### src/rtl/fetch_pkg.sv
// fetch_pkg: shared types and constants for the instruction-fetch stage.
//   fetch_state_e : request FSM states (IDLE / WAIT / DROP)
//   NOP_INSTR     : default bubble instruction, addi x0,x0,0
//   fq_entry_t    : layout of one fetch-queue entry for the 32-bit build;
//                   the queue stores {pc, instr} with pc in the upper half.
package fetch_pkg;

  typedef enum logic [1:0] {
    IDLE = 2'd0,
    WAIT = 2'd1,
    DROP = 2'd2
  } fetch_state_e;

  localparam logic [31:0] NOP_INSTR = 32'h0000_0013;

  typedef struct packed {
    logic [31:0] pc;
    logic [31:0] instr;
  } fq_entry_t;

endpackage

### src/rtl/fetch_queue.sv
// fetch_queue: synchronous FIFO holding fetched {pc, instr} pairs.
// Ports:
//   clk, rst        clock, asynchronous active-low reset
//   push, wdata     write one entry (ignored when full unless popping too)
//   pop, rdata      remove head entry; rdata always shows the head
//   clear           empty the queue; wins over push and pop
//   count           current occupancy (0..DEPTH)
//   empty, full     occupancy flags
module fetch_queue #(
  parameter  int DEPTH = 2,
  parameter  int WIDTH = 64,
  localparam int CW    = $clog2(DEPTH + 1),
  localparam int AW    = $clog2(DEPTH)
) (
  input  logic             clk,
  input  logic             rst,
  input  logic             push,
  input  logic             pop,
  input  logic             clear,
  input  logic [WIDTH-1:0] wdata,
  output logic [WIDTH-1:0] rdata,
  output logic [CW-1:0]    count,
  output logic             empty,
  output logic             full
);

  logic [WIDTH-1:0] mem [DEPTH];
  logic [AW-1:0]    rd_ptr;
  logic [AW-1:0]    wr_ptr;
  logic             do_push;
  logic             do_pop;

  assign empty   = (count == '0);
  assign full    = (count == CW'(DEPTH));
  assign do_pop  = pop && !empty;
  // A full queue can still take a push when the head leaves in the same cycle.
  assign do_push = push && (!full || do_pop);
  assign rdata   = mem[rd_ptr];

  always_ff @(posedge clk or negedge rst) begin
    if (!rst) begin
      rd_ptr <= '0;
      wr_ptr <= '0;
      count  <= '0;
    end else if (clear) begin
      rd_ptr <= '0;
      wr_ptr <= '0;
      count  <= '0;
    end else begin
      if (do_push) wr_ptr <= wr_ptr + AW'(1);
      if (do_pop)  rd_ptr <= rd_ptr + AW'(1);
      case ({do_push, do_pop})
        2'b10:   count <= count + CW'(1);
        2'b01:   count <= count - CW'(1);
        default: ;
      endcase
    end
  end

  always_ff @(posedge clk) begin
    if (do_push && !clear) mem[wr_ptr] <= wdata;
  end

endmodule

### src/rtl/fetch_stage.sv
// fetch_stage: instruction fetch with a request/response instruction memory,
// a DEPTH-entry fetch queue, decode stall and redirect/flush.
// Ports:
//   clk, rst                     clock, asynchronous active-low reset
//   redirect_i, redirect_pc_i    taken branch/jump and its target; flushes fetch
//   stall_d_i                    decode not accepting; IF/ID register holds
//   imem_req_o, imem_addr_o      single-cycle request pulse and its address
//   imem_rvalid_i, imem_rdata_i  in-order response, >=1 cycle after request
//   valid_d_o, instr_d_o,
//   pc_d_o, pc_plus4_d_o         IF/ID pipeline register
//
// state | meaning
// IDLE  | no request outstanding; issue when the queue has room
// WAIT  | one request outstanding, its response will be kept
// DROP  | one request outstanding, its response will be discarded (flushed)
module fetch_stage
  import fetch_pkg::*;
#(
  parameter int              XLEN     = 32,
  parameter logic [XLEN-1:0] RESET_PC = '0,
  parameter int              DEPTH    = 2,
  parameter logic [XLEN-1:0] NOP      = XLEN'(NOP_INSTR)
) (
  input  logic            clk,
  input  logic            rst,
  input  logic            redirect_i,
  input  logic [XLEN-1:0] redirect_pc_i,
  input  logic            stall_d_i,
  output logic            imem_req_o,
  output logic [XLEN-1:0] imem_addr_o,
  input  logic            imem_rvalid_i,
  input  logic [XLEN-1:0] imem_rdata_i,
  output logic            valid_d_o,
  output logic [XLEN-1:0] instr_d_o,
  output logic [XLEN-1:0] pc_d_o,
  output logic [XLEN-1:0] pc_plus4_d_o
);

  localparam int            CW      = $clog2(DEPTH + 1);
  localparam logic [CW-1:0] DEPTH_C = CW'(DEPTH);

  fetch_state_e      state_q, state_d;
  logic [XLEN-1:0]   pc_q;
  logic [XLEN-1:0]   req_pc_q;
  logic              issue;
  logic              push;
  logic              pop;
  logic [CW-1:0]     count;
  logic              q_empty;
  logic              q_full;
  logic [2*XLEN-1:0] head;

  // Room checks use the occupancy before any pop, so a response can always be
  // pushed even if decode stalls; this keeps stall_d_i out of the request path.
  always_comb begin
    state_d = state_q;
    issue   = 1'b0;
    push    = 1'b0;
    unique case (state_q)
      IDLE: begin
        // rst gating keeps the request low while reset is held.
        if (rst && !redirect_i && !q_full) begin
          issue   = 1'b1;
          state_d = WAIT;
        end
      end
      WAIT: begin
        if (redirect_i) begin
          state_d = imem_rvalid_i ? IDLE : DROP;
        end else if (imem_rvalid_i) begin
          push = 1'b1;
          if ((count + CW'(1)) < DEPTH_C) issue = 1'b1;
          else                            state_d = IDLE;
        end
      end
      DROP: begin
        if (imem_rvalid_i) state_d = IDLE;
      end
      default: state_d = IDLE;
    endcase
  end

  assign imem_req_o  = issue;
  assign imem_addr_o = pc_q;

  always_ff @(posedge clk or negedge rst) begin
    if (!rst) begin
      state_q  <= IDLE;
      pc_q     <= RESET_PC;
      req_pc_q <= '0;
    end else begin
      state_q <= state_d;
      if (redirect_i) begin
        pc_q <= redirect_pc_i;
      end else if (issue) begin
        pc_q     <= pc_q + XLEN'(4);
        req_pc_q <= pc_q;
      end
    end
  end

  assign pop = !redirect_i && !q_empty && (!stall_d_i || !valid_d_o);

  fetch_queue #(
    .DEPTH (DEPTH),
    .WIDTH (2 * XLEN)
  ) u_queue (
    .clk   (clk),
    .rst   (rst),
    .push  (push),
    .pop   (pop),
    .clear (redirect_i),
    .wdata ({req_pc_q, imem_rdata_i}),
    .rdata (head),
    .count (count),
    .empty (q_empty),
    .full  (q_full)
  );

  always_ff @(posedge clk or negedge rst) begin
    if (!rst) begin
      valid_d_o    <= 1'b0;
      instr_d_o    <= NOP;
      pc_d_o       <= '0;
      pc_plus4_d_o <= '0;
    end else if (redirect_i) begin
      valid_d_o <= 1'b0;
      instr_d_o <= NOP;
    end else if (!stall_d_i || !valid_d_o) begin
      if (!q_empty) begin
        valid_d_o    <= 1'b1;
        pc_d_o       <= head[2*XLEN-1:XLEN];
        instr_d_o    <= head[XLEN-1:0];
        pc_plus4_d_o <= head[2*XLEN-1:XLEN] + XLEN'(4);
      end else begin
        valid_d_o <= 1'b0;
        instr_d_o <= NOP;
      end
    end
  end

endmodule

### config.mk
export PLATFORM = sky130hd
export DESIGN_NAME = fetch_stage
export DESIGN_NICKNAME = d
export VERILOG_FILES = /design/src/rtl/fetch_pkg.sv /design/src/rtl/fetch_queue.sv /design/src/rtl/fetch_stage.sv
export SDC_FILE = /design/constraint.sdc
export NUM_CORES = 1
export LEC_CHECK = 0
export CAP_MARGIN = 20
export CORE_UTILIZATION = 58
export DETAILED_ROUTE_END_ITERATION = 6
export GPL_ROUTABILITY_DRIVEN = 0
export PLACE_DENSITY = 0.93
export SETUP_SLACK_MARGIN = 0.3
export SYNTH_ARGS = -nofsm -noshare
export SYNTH_HDL_FRONTEND = slang
export SYNTH_SLANG_ARGS = --single-unit
### constraint.sdc
create_clock -name clk -period 7.35 [get_ports clk]
set_input_delay 1.47 -clock clk [delete_from_list [all_inputs] [get_ports clk]]
set_output_delay 1.47 -clock clk [all_outputs]
set_load 0.01 [all_outputs]
==> results of run 1 <==
worst min path at each step:
stage | to | cells after the start | slack, ns
2_1_floorplan | u_queue.mem[0][32] | 0 | 0.44
3_3_place_gp | u_queue.mem[0][61] | 0 | 0.45
3_5_place_dp | u_queue.mem[0][61] | 0 | 0.46
4_1_cts | u_queue.mem[0][61] | 0 | 0.48
5_1_grt | u_queue.mem[1][32] | 0 | 0.50
6_report | u_queue.mem[0][40] | 0 | 0.48
worst max-delay path: stages:
cell             delay, ns
clkdlybuf4s50_1       0.47
nand3b_1              0.13
a211o_2               0.81
clkinv_8              0.41
clkdlybuf4s50_1       0.60
metrics by stage:
step           area, um^2  hold slack (ns)  setup slack (ns)  instances  total power, W
4_1_cts             15450           0.4826             2.021       1517        0.005546
6_report            15450           0.4829             1.958       1517        0.005545
2_1_floorplan       12300           0.4419             1.797       1040        0.003187
5_1_grt             15450           0.5001             1.868       1517        0.005784
3_5_place_dp        14450           0.4622             2.029       1465        0.004002
3_3_place_gp        14450           0.4500             2.068       1465        0.003882
state kept, by name (all words and copies together), names as in the netlist:
register	flops
imem_addr_o	32
instr_d_o	32
pc_d_o	32
pc_plus4_d_o	30
req_pc_q	32
state_q	2
u_queue.count	2
u_queue.mem	128
u_queue.rd_ptr	1
u_queue.wr_ptr	1
valid_d_o	1
kinds of logic after synthesis:
logic type      after synthesis  share of synthesized area
xor+xnor                     28                    0.01994
buf+inv                      64                    0.02646
flops                       293                     0.6487
compound gates              184                    0.09372
mux                          71                    0.05841
fa+ha+maj                     4                   0.004071
simple gates                396                     0.1487
Yosys cell counts (5+ instances only):
| cell type | n | area share |
|---|---|---|
| o21a_1 | 7 | 0.0043 |
| o21ai_0 | 72 | 0.029 |
| buf_1 | 5 | 0.0015 |
| xor2_1 | 11 | 0.0078 |
| buf_2 | 13 | 0.0053 |
| and3_1 | 7 | 0.0036 |
| o211ai_1 | 9 | 0.0055 |
| buf_4 | 7 | 0.0043 |
| a22oi_1 | 5 | 0.0031 |
| mux2_2 | 6 | 0.0055 |
| a31oi_1 | 12 | 0.0061 |
| inv_1 | 8 | 0.0024 |
| nand3_1 | 37 | 0.015 |
| a21oi_1 | 34 | 0.014 |
| nor2_1 | 57 | 0.017 |
| clkbuf_1 | 25 | 0.0076 |
| o311ai_1 | 5 | 0.0036 |
| nand2_1 | 222 | 0.068 |
| xnor2_1 | 17 | 0.012 |
| mux2i_1 | 65 | 0.053 |
| edfxtp_1 | 128 | 0.31 |
| o21ai_1 | 5 | 0.0020 |
| nor3_1 | 7 | 0.0028 |
| and2_1 | 6 | 0.0031 |
| nand4_1 | 24 | 0.012 |
| dfrtp_1 | 162 | 0.33 |
| nand3b_1 | 8 | 0.0049 |
| nand4b_1 | 6 | 0.0043 |
cell type report:
class                   instances  share of cell area
clock buffers                  32             0.04769
clock inverters                20             0.01717
well taps                     270             0.02186
multi-input cells             683              0.2602
inverters                      10            0.003239
repair buffers                209              0.1334
flip-flops and latches        293              0.5164
routing by layer:
layer,up-vias,part of all wire,GRT usage,wire [um]
met3,81,0.082,0.03704,2521
met5,-,0,0,0
met1,4556,0.40,0.3953,12300
met4,0,0.034,0.1052,1048
li1,4124,-,-,-
met2,566,0.48,0.4670,14940
power breakdown:
group          switching (W)  total [W]  internal (W)
logic               0.000801    0.00155      0.000747
clock network       0.000611    0.00155      0.000934
registers           0.000319    0.00245       0.00213
total                0.00173    0.00555       0.00381
cell usage in the layout (no fill, tap or decap), types with 8 or more instances in the layout:
cell type and instances:
edfxtp_1 128, clkbuf_16 29, o211ai_1 9, xor2_1 11, o21ai_0 72, inv_1 8, mux2i_1 65, xnor2_1 17
a21oi_1 34, buf_4 11, a31oi_1 12, nand2_1 221, nand3_1 37, clkdlybuf4s50_1 196, dfrtp_1 161, nand3b_1 8
nand4_1 24, nor2_1 56
==> results.toml, run 1 <==
[worst_setup_path]
setup.worst_path.start = "imem_rvalid_i"
r2r_end = "imem_addr_o[25]"
crit_type = "input port to primary output"
critPathMaxFanout = 55
r2r_slack_ns = 3.98
cp.arrival_ns = 3.92
reg2reg_depth = 8
endpoint_kind = "primary output"
crit_end = "imem_req_o"
critPathLaunchType = "input port"
required_ns = 5.88
regToRegStartpoint = "u_queue.count[1]"

[timing]
worst_pin_slew_ns = 1.104
slew_headroom = 0.2637
maxSlewViolCount = 0
max_clock_freq_ghz = 0.1855
worst_clock_skew_ns = 0.008147
fin_crit_ns = 5.392
post-route-period-util = 0.7336
hold_viol = 0
setup_viol = 0
rsz0062_at_grt = "no"
tns_ns = 0

[route]
antenna_left = 0
wire_per_inst_um = 20.31
dr.pass1.iters = 6
dr.first_iter.drc_count = 898
routed-via-count = 9327
drt-total-wl_um = 30810
vias_per_cell = 6.148
remaining_drc_errors = 0

[cells_and_area]
multi_input_area_mm2 = 0.004021
drive_gt1_frac = 0.07137
regArea_mm2 = 0.007980
post-route-util = 0.7540
layout.nets = 1298
synthToLayoutAreaGrowth_pct = 25.67
fillCellCount = 1187
num_antenna_cells = 0

[yosys]
ys_seq_area_frac = 0.6487
async_reset_ff_frac = 0.5631
syn-cell-area_mm2 = 0.01230
synth_cells = 1040
synthesis.nets = 1113
ys_warn_count = 0
synth_edf_count = 128
synth_flop_cell = "dfrtp_1"
ys_types = 66
syn_area_per_cell_um2 = 11.82
synth-seq-cells = 293

[global_routing]
grt_pass1_vias = 9124
overflow = 0
grt_max_degree = 90
antenna_found_initial = 0
grt_usage = 0.2855
grt_pass1_wl_um = 49020

[hold_path]
hold_class = "flop to flop"
hold_start = "req_pc_q[8]"

[clock_network]
root_buffer = "clkbuf_16"
cts_tree = "yes"
clock_sinks = 293
cts_resized = 0
numCtsBuffers = 28
holdBufCountCts = 0
insertion_delay_ns = 0.53
clkTransAtPathRegs_ns = 0.06
clock_path_buffers = 3
htreeDepth = 1
post_cts_buffers = 0

[power]
power_density_mw_per_mm2 = 358.9
leakage_nw = 5.934
ir_worst_vdd_mv = 0.2254

[run]
drv_cap = 0

[floorplanning]
core-area_mm2 = 0.02049
boundaryPins = 199
fp.dieH_um = 147.6
placementRows = 52
initial_core_util = 0.5999
die_x_um = 147.6
die-area_mm2 = 0.02179

[run_status]
status = "finished, final reports clean"

[placement]
detailed_place_hpwl_um = 19970
io_buffers = 198
Power figures use the tool's default switching activity.
==> run 2: changes to the inputs <==
--- a/config.mk
+++ b/config.mk
@@ -6,10 +6,10 @@
 export NUM_CORES = 1
 export LEC_CHECK = 0
 export CAP_MARGIN = 20
-export CORE_UTILIZATION = 58
+export CORE_UTILIZATION = 54
 export DETAILED_ROUTE_END_ITERATION = 6
 export GPL_ROUTABILITY_DRIVEN = 0
-export PLACE_DENSITY = 0.93
+export PLACE_DENSITY = 0.88
 export SETUP_SLACK_MARGIN = 0.3
 export SYNTH_ARGS = -nofsm -noshare
 export SYNTH_HDL_FRONTEND = slang
==> constraint.sdc (replaced) <==
create_clock -name clk -period 5.5 [get_ports clk]
set_input_delay 1.1 -clock clk [delete_from_list [all_inputs] [get_ports clk]]
set_output_delay 1.1 -clock clk [all_outputs]
set_load 0.01 [all_outputs]
==> run 2 against run 1 <==
Non-clock buffer count grew 1. Clock-buffer cell count increased by 5. Largest cell class unchanged. Clock skew up 0.0021 ns. Largest power group unchanged. Setup slack lost 0.53 ns. Register-to-register slack got worse by 1.6 ns. Sequential share of layout area fell by 0.16 points. Highest routed layer unchanged. Critical path type unchanged. Combinational power increased by 30%.
==> results.toml, run 2 (synthesis gave the netlist of run 1 again) <==
[run]
drv_cap = 0

[route]
dr.first_iter.drc_count = 849
remaining_drc_errors = 0
routed-via-count = 8911
wire_per_inst_um = 18.45
vias_per_cell = 5.828
dr.pass1.iters = 5
drt-total-wl_um = 28210
antenna_left = 0

[clock_network]
clock_sinks = 293
numCtsBuffers = 29
insertion_delay_ns = 0.53
cts_resized = 0
post_cts_buffers = 0
htreeDepth = 1
cts_tree = "yes"
holdBufCountCts = 0
clkTransAtPathRegs_ns = 0.06
root_buffer = "clkbuf_16"
clock_path_buffers = 3

[floorplanning]
die_x_um = 152.9
boundaryPins = 199
core-area_mm2 = 0.02209
die-area_mm2 = 0.02338
placementRows = 54
fp.dieH_um = 152.9
initial_core_util = 0.5565

[timing]
tns_ns = 0
setup_viol = 0
maxSlewViolCount = 0
worst_pin_slew_ns = 1.014
fin_crit_ns = 4.077
post-route-period-util = 0.7412
max_clock_freq_ghz = 0.2453
slew_headroom = 0.3216
hold_viol = 0
worst_clock_skew_ns = 0.01021
rsz0062_at_grt = "no"

[worst_setup_path]
critPathLaunchType = "input port"
required_ns = 4.40
endpoint_kind = "primary output"
cp.arrival_ns = 2.98
crit_type = "input port to primary output"
critPathMaxFanout = 53

[global_routing]
grt_pass1_vias = 8710
overflow = 0
grt_usage = 0.2417
antenna_found_initial = 0
grt_pass1_wl_um = 45720
grt_max_degree = 90

[placement]
io_buffers = 198
dp_cells = 1476
detailed_place_hpwl_um = 18390
place_area_mm2 = 0.01448

[power]
ir_worst_vdd_mv = 0.2368
power_density_mw_per_mm2 = 473.9
leakage_nw = 5.959

[cells_and_area]
synthToLayoutAreaGrowth_pct = 26.07
finalInstanceArea_mm2 = 0.01550
layout.nets = 1300
fillCellCount = 1423
drive_gt1_frac = 0.07446
stdcell_count = 1529
num_antenna_cells = 0
largest_register = "u_queue.mem"
layout_commonest_cell = "nand2_1"
multi_input_area_mm2 = 0.004021
final_cell_mix = "nand2_1 (221), clkdlybuf4s50_1 (196), dfrtp_1 (161), edfxtp_1 (128), o21ai_0 (72)"
largest_reg_flops = 128
regArea_mm2 = 0.007980

[hold_path]
hold_class = "input port to asynchronous set/reset pin"

[run_status]
status = "finished, final reports clean"
[run 2: cell types whose count changed in the layout (fill, tap and decap cells not counted)]
cell / before / now
buf_12: 0 / 1
clkinv_8: 1 / 2
clkbuf_16: 29 / 31
clkinv_2: 5 / 8
clkinv_1: 4 / 1
clkinvlp_4: 3 / 2
clkbuf_8: 0 / 2
clkinv_4: 2 / 0
bufinv_16: 6 / 4
clkbuf_1: 3 / 4
[run 2: where the power goes]
part           internal (W)  leakage (nW)  total (W)  switching, W
logic               0.00100          2.26    0.00201       0.00101
registers           0.00285          3.20    0.00327      0.000416
clock network       0.00124         0.501    0.00207      0.000821
[run 2: routing by layer]
layer	GRT usage	share of wire	vias up
met5	0	0	-
met4	0.07071	0.021	0
met3	0.03176	0.060	47
met2	0.3897	0.48	374
met1	0.3464	0.44	4358
li1	-	-	4132
[run 2: path summary, 6_finish.rpt]
| kind | from | end | slack, ns | depth (start not counted) |
|---|---|---|---|---|
| max | rst | imem_req_o | 1.42 | 5 |
| min | rst | imem_addr_o[4] | 0.44 | 1 |
| max reg2reg | u_queue.rd_ptr | pc_plus4_d_o[31] | 2.41 | 6 |
| min reg2reg | req_pc_q[9] | u_queue.mem[1][41] | 0.47 | 0 |
| max in group asynchronous | rst | pc_plus4_d_o[22] | 3.89 | 2 |
| min in group clk | req_pc_q[9] | u_queue.mem[1][41] | 0.47 | 0 |
[run 2: critical path, cell delays in order]
cell and delay (ns):
buf_6 0.26, or3b_1 0.43, a211o_2 0.37, clkinv_8 0.20, clkdlybuf4s50_1 0.58
[run 2: area by class of cell]
| type | instances | share of cell area |
|---|---|---|
| Sequential cell | 293 | 0.5148 |
| Multi-Input combinational cell | 683 | 0.2594 |
| Timing Repair Buffer | 210 | 0.1342 |
| Clock buffer | 37 | 0.05279 |
| Tap cell | 280 | 0.02260 |
| Clock inverter | 16 | 0.01291 |
| Inverter | 10 | 0.003229 |
[run 2: per-stage QoR]
| stage | utilization | power, W | setup WS, ns | hold slack, ns |
|---|---|---|---|---|
| floorplan | - | 0.004259 | 0.3165 | 0.4419 |
| global placement | 0.6555 | 0.005194 | 1.457 | 0.4492 |
| detailed placement | 0.6555 | 0.005298 | 1.457 | 0.4549 |
| CTS | 0.7016 | 0.007383 | 1.420 | 0.4446 |
| global route | 0.7016 | 0.007704 | 1.335 | 0.4532 |
| finish | 0.7016 | 0.007346 | 1.423 | 0.4422 |
==> run 3: changes to the inputs <==
--- a/config.mk
+++ b/config.mk
@@ -6,10 +6,10 @@
 export NUM_CORES = 1
 export LEC_CHECK = 0
 export CAP_MARGIN = 20
-export CORE_UTILIZATION = 54
+export CORE_UTILIZATION = 48
 export DETAILED_ROUTE_END_ITERATION = 6
 export GPL_ROUTABILITY_DRIVEN = 0
-export PLACE_DENSITY = 0.88
+export PLACE_DENSITY = 0.83
 export SETUP_SLACK_MARGIN = 0.3
 export SYNTH_ARGS = -nofsm -noshare
 export SYNTH_HDL_FRONTEND = slang
==> constraint.sdc (replaced) <==
create_clock -name clk -period 3.6 [get_ports clk]
set_input_delay 0.72 -clock clk [delete_from_list [all_inputs] [get_ports clk]]
set_output_delay 0.72 -clock clk [all_outputs]
set_load 0.01 [all_outputs]
==> run 3 against run 2 <==
Clock power grew 43%. Critical path type is now flop to primary output. Non-clock buffer count grew 6. Global-route usage shrank 2.3 points. Sequential power grew 53%.
==> results.toml, run 3 (synthesis gave the netlist of run 1 again) <==
[run_status]
status = "finished, final reports clean"

[floorplanning]
die_x_um = 162.1
initial_core_util = 0.4883
core-area_mm2 = 0.02518
fp.dieH_um = 162.1
boundaryPins = 199
placementRows = 58
die-area_mm2 = 0.02626

[route]
remaining_drc_errors = 0
dr.first_iter.drc_count = 870
vias_per_cell = 5.538
routed-via-count = 8789
dr.pass1.iters = 5
antenna_left = 0
drt-total-wl_um = 28180
wire_per_inst_um = 17.75

[cells_and_area]
synthToLayoutAreaGrowth_pct = 26.71
finalInstanceArea_mm2 = 0.01558
num_antenna_cells = 0
drive_gt1_frac = 0.07955
layout.nets = 1308
final_cell_mix = "nand2_1 (221), clkdlybuf4s50_1 (195), dfrtp_1 (161), edfxtp_1 (128), o21ai_0 (72)"
layout_commonest_cell = "nand2_1"
largest_reg_flops = 128
fillCellCount = 1936
largest_register = "u_queue.mem"

[power]
ir_worst_vdd_mv = 0.4016
p_int_w = 0.007660
p_sw_w = 0.003407
comb_power_share = 0.282
clkPwrFrac = 0.268
leakage_nw = 5.971
power_density_mw_per_mm2 = 710.4
p_seq_frac = 0.451
netSwitchingFraction = 0.3078

[global_routing]
grt_max_degree = 90
grt_pass1_vias = 8664
overflow = 0
antenna_found_initial = 0
grt_pass1_wl_um = 45800
grt_usage = 0.2184

[timing]
slew_headroom = 0.3909
setup_viol = 0
post-route-period-util = 0.8400
worst_clock_skew_ns = 0.01069
worst_pin_slew_ns = 0.9136
hold_viol = 0
rsz0062_at_grt = "no"
tns_ns = 0
max_clock_freq_ghz = 0.3307
fin_crit_ns = 3.024
maxSlewViolCount = 0

[placement]
place_area_mm2 = 0.01460
detailed_place_hpwl_um = 19180
io_buffers = 198

[worst_setup_path]
crit_type = "flop to primary output"
endpoint_kind = "primary output"
critPathLaunchType = "flop"
required_ns = 2.88
cp.arrival_ns = 2.30
critPathMaxFanout = 14

[run]
drv_cap = 0

[clock_network]
cts_tree = "yes"
clkTransAtPathRegs_ns = 0.06
clock_sinks = 293
root_buffer = "clkbuf_16"
insertion_delay_ns = 0.53
clock_path_buffers = 3
numCtsBuffers = 29
htreeDepth = 1

[hold_path]
hold_class = "input port to asynchronous set/reset pin"
run 3: cell types whose count changed in the layout (fill, tap and decap cells not counted), sizes merged:
cell,before,now
clkinvlp,2,3
inv,9,8
clkdlybuf4s50,196,195
clkinv,11,15
bufinv,4,3
clkbuf,37,36
buf,14,20
dlygate4sd2,0,1
run 3: per-stage QoR:
stage	total power [W]	worst slack, ns	utilization	hold WS [ns]	instances
final	0.01107	0.5761	0.6187	0.1996	1587
after global routing	0.01166	0.5038	0.6187	0.2137	1587
after CTS	0.01115	0.5628	0.6187	0.1899	1587
after detailed placement	0.008145	0.3606	0.5796	0.4594	1531
after global placement	0.007990	0.3730	0.5796	0.4501	1531
after floorplan	0.006503	0.7047	-	0.4244	1040
run 3: critical path, stage by stage, from the launching register on:
cell           delay (ns)
dfrtp_1              0.41
ha_2                 0.21
or3b_1               0.39
a211o_4              0.39
clkinv_8             0.10
dlygate4sd2_1        0.27
run 3: repair_timing:
item	in CTS	in global routing
buffers inserted	1	0
hold buffers	0	0
endpoints found under the setup margin	1	0
gates resized for setup	3	0
run 3: power by group through the flow:
| stage | clock [W] | sequential, W | combinational, W |
|---|---|---|---|
| after floorplan | 0 | 0.00505 | 0.00146 |
| after global placement | 0 | 0.00499 | 0.00300 |
| after detailed placement | 0 | 0.00504 | 0.00310 |
| after CTS | 0.00302 | 0.00499 | 0.00315 |
| after global routing | 0.00313 | 0.00509 | 0.00344 |
| final | 0.00296 | 0.00499 | 0.00312 |
run 3: layout make-up:
type	count	area, um^2	share of cell area
tap	330	412.9	0.02650
clock inverter	17	168.9	0.01084
timing repair inverter	2	17.52	0.001124
inverter	10	50.05	0.003212
clock buffer	36	782.0	0.05019
multi-input combinational	683	4031	0.2588
timing repair buffer	216	2137	0.1372
sequential	293	7980	0.5122
run 3: final timing paths:
kind                       slack [ns]        startpoint                  to  cells past startpoint
max in group asynchronous        2.09               rst      u_queue.rd_ptr                      3
min reg2reg                      0.47      req_pc_q[31]  u_queue.mem[1][63]                      0
min                              0.20               rst     imem_addr_o[27]                      2
max reg2reg                      0.85    u_queue.rd_ptr    pc_plus4_d_o[28]                      7
min in group clk                 0.47      req_pc_q[31]  u_queue.mem[1][63]                      0
max                              0.58  u_queue.count[1]          imem_req_o                      5
run 3: metal layers:
layer  vias to the layer above  track usage  wire [um]
li1                       4138            -          -
met1                      4232       0.3167      12380
met2                       366       0.3474      13550
met3                        53      0.02196       1583
met4                         0      0.07118        665
met5                         -            0          0
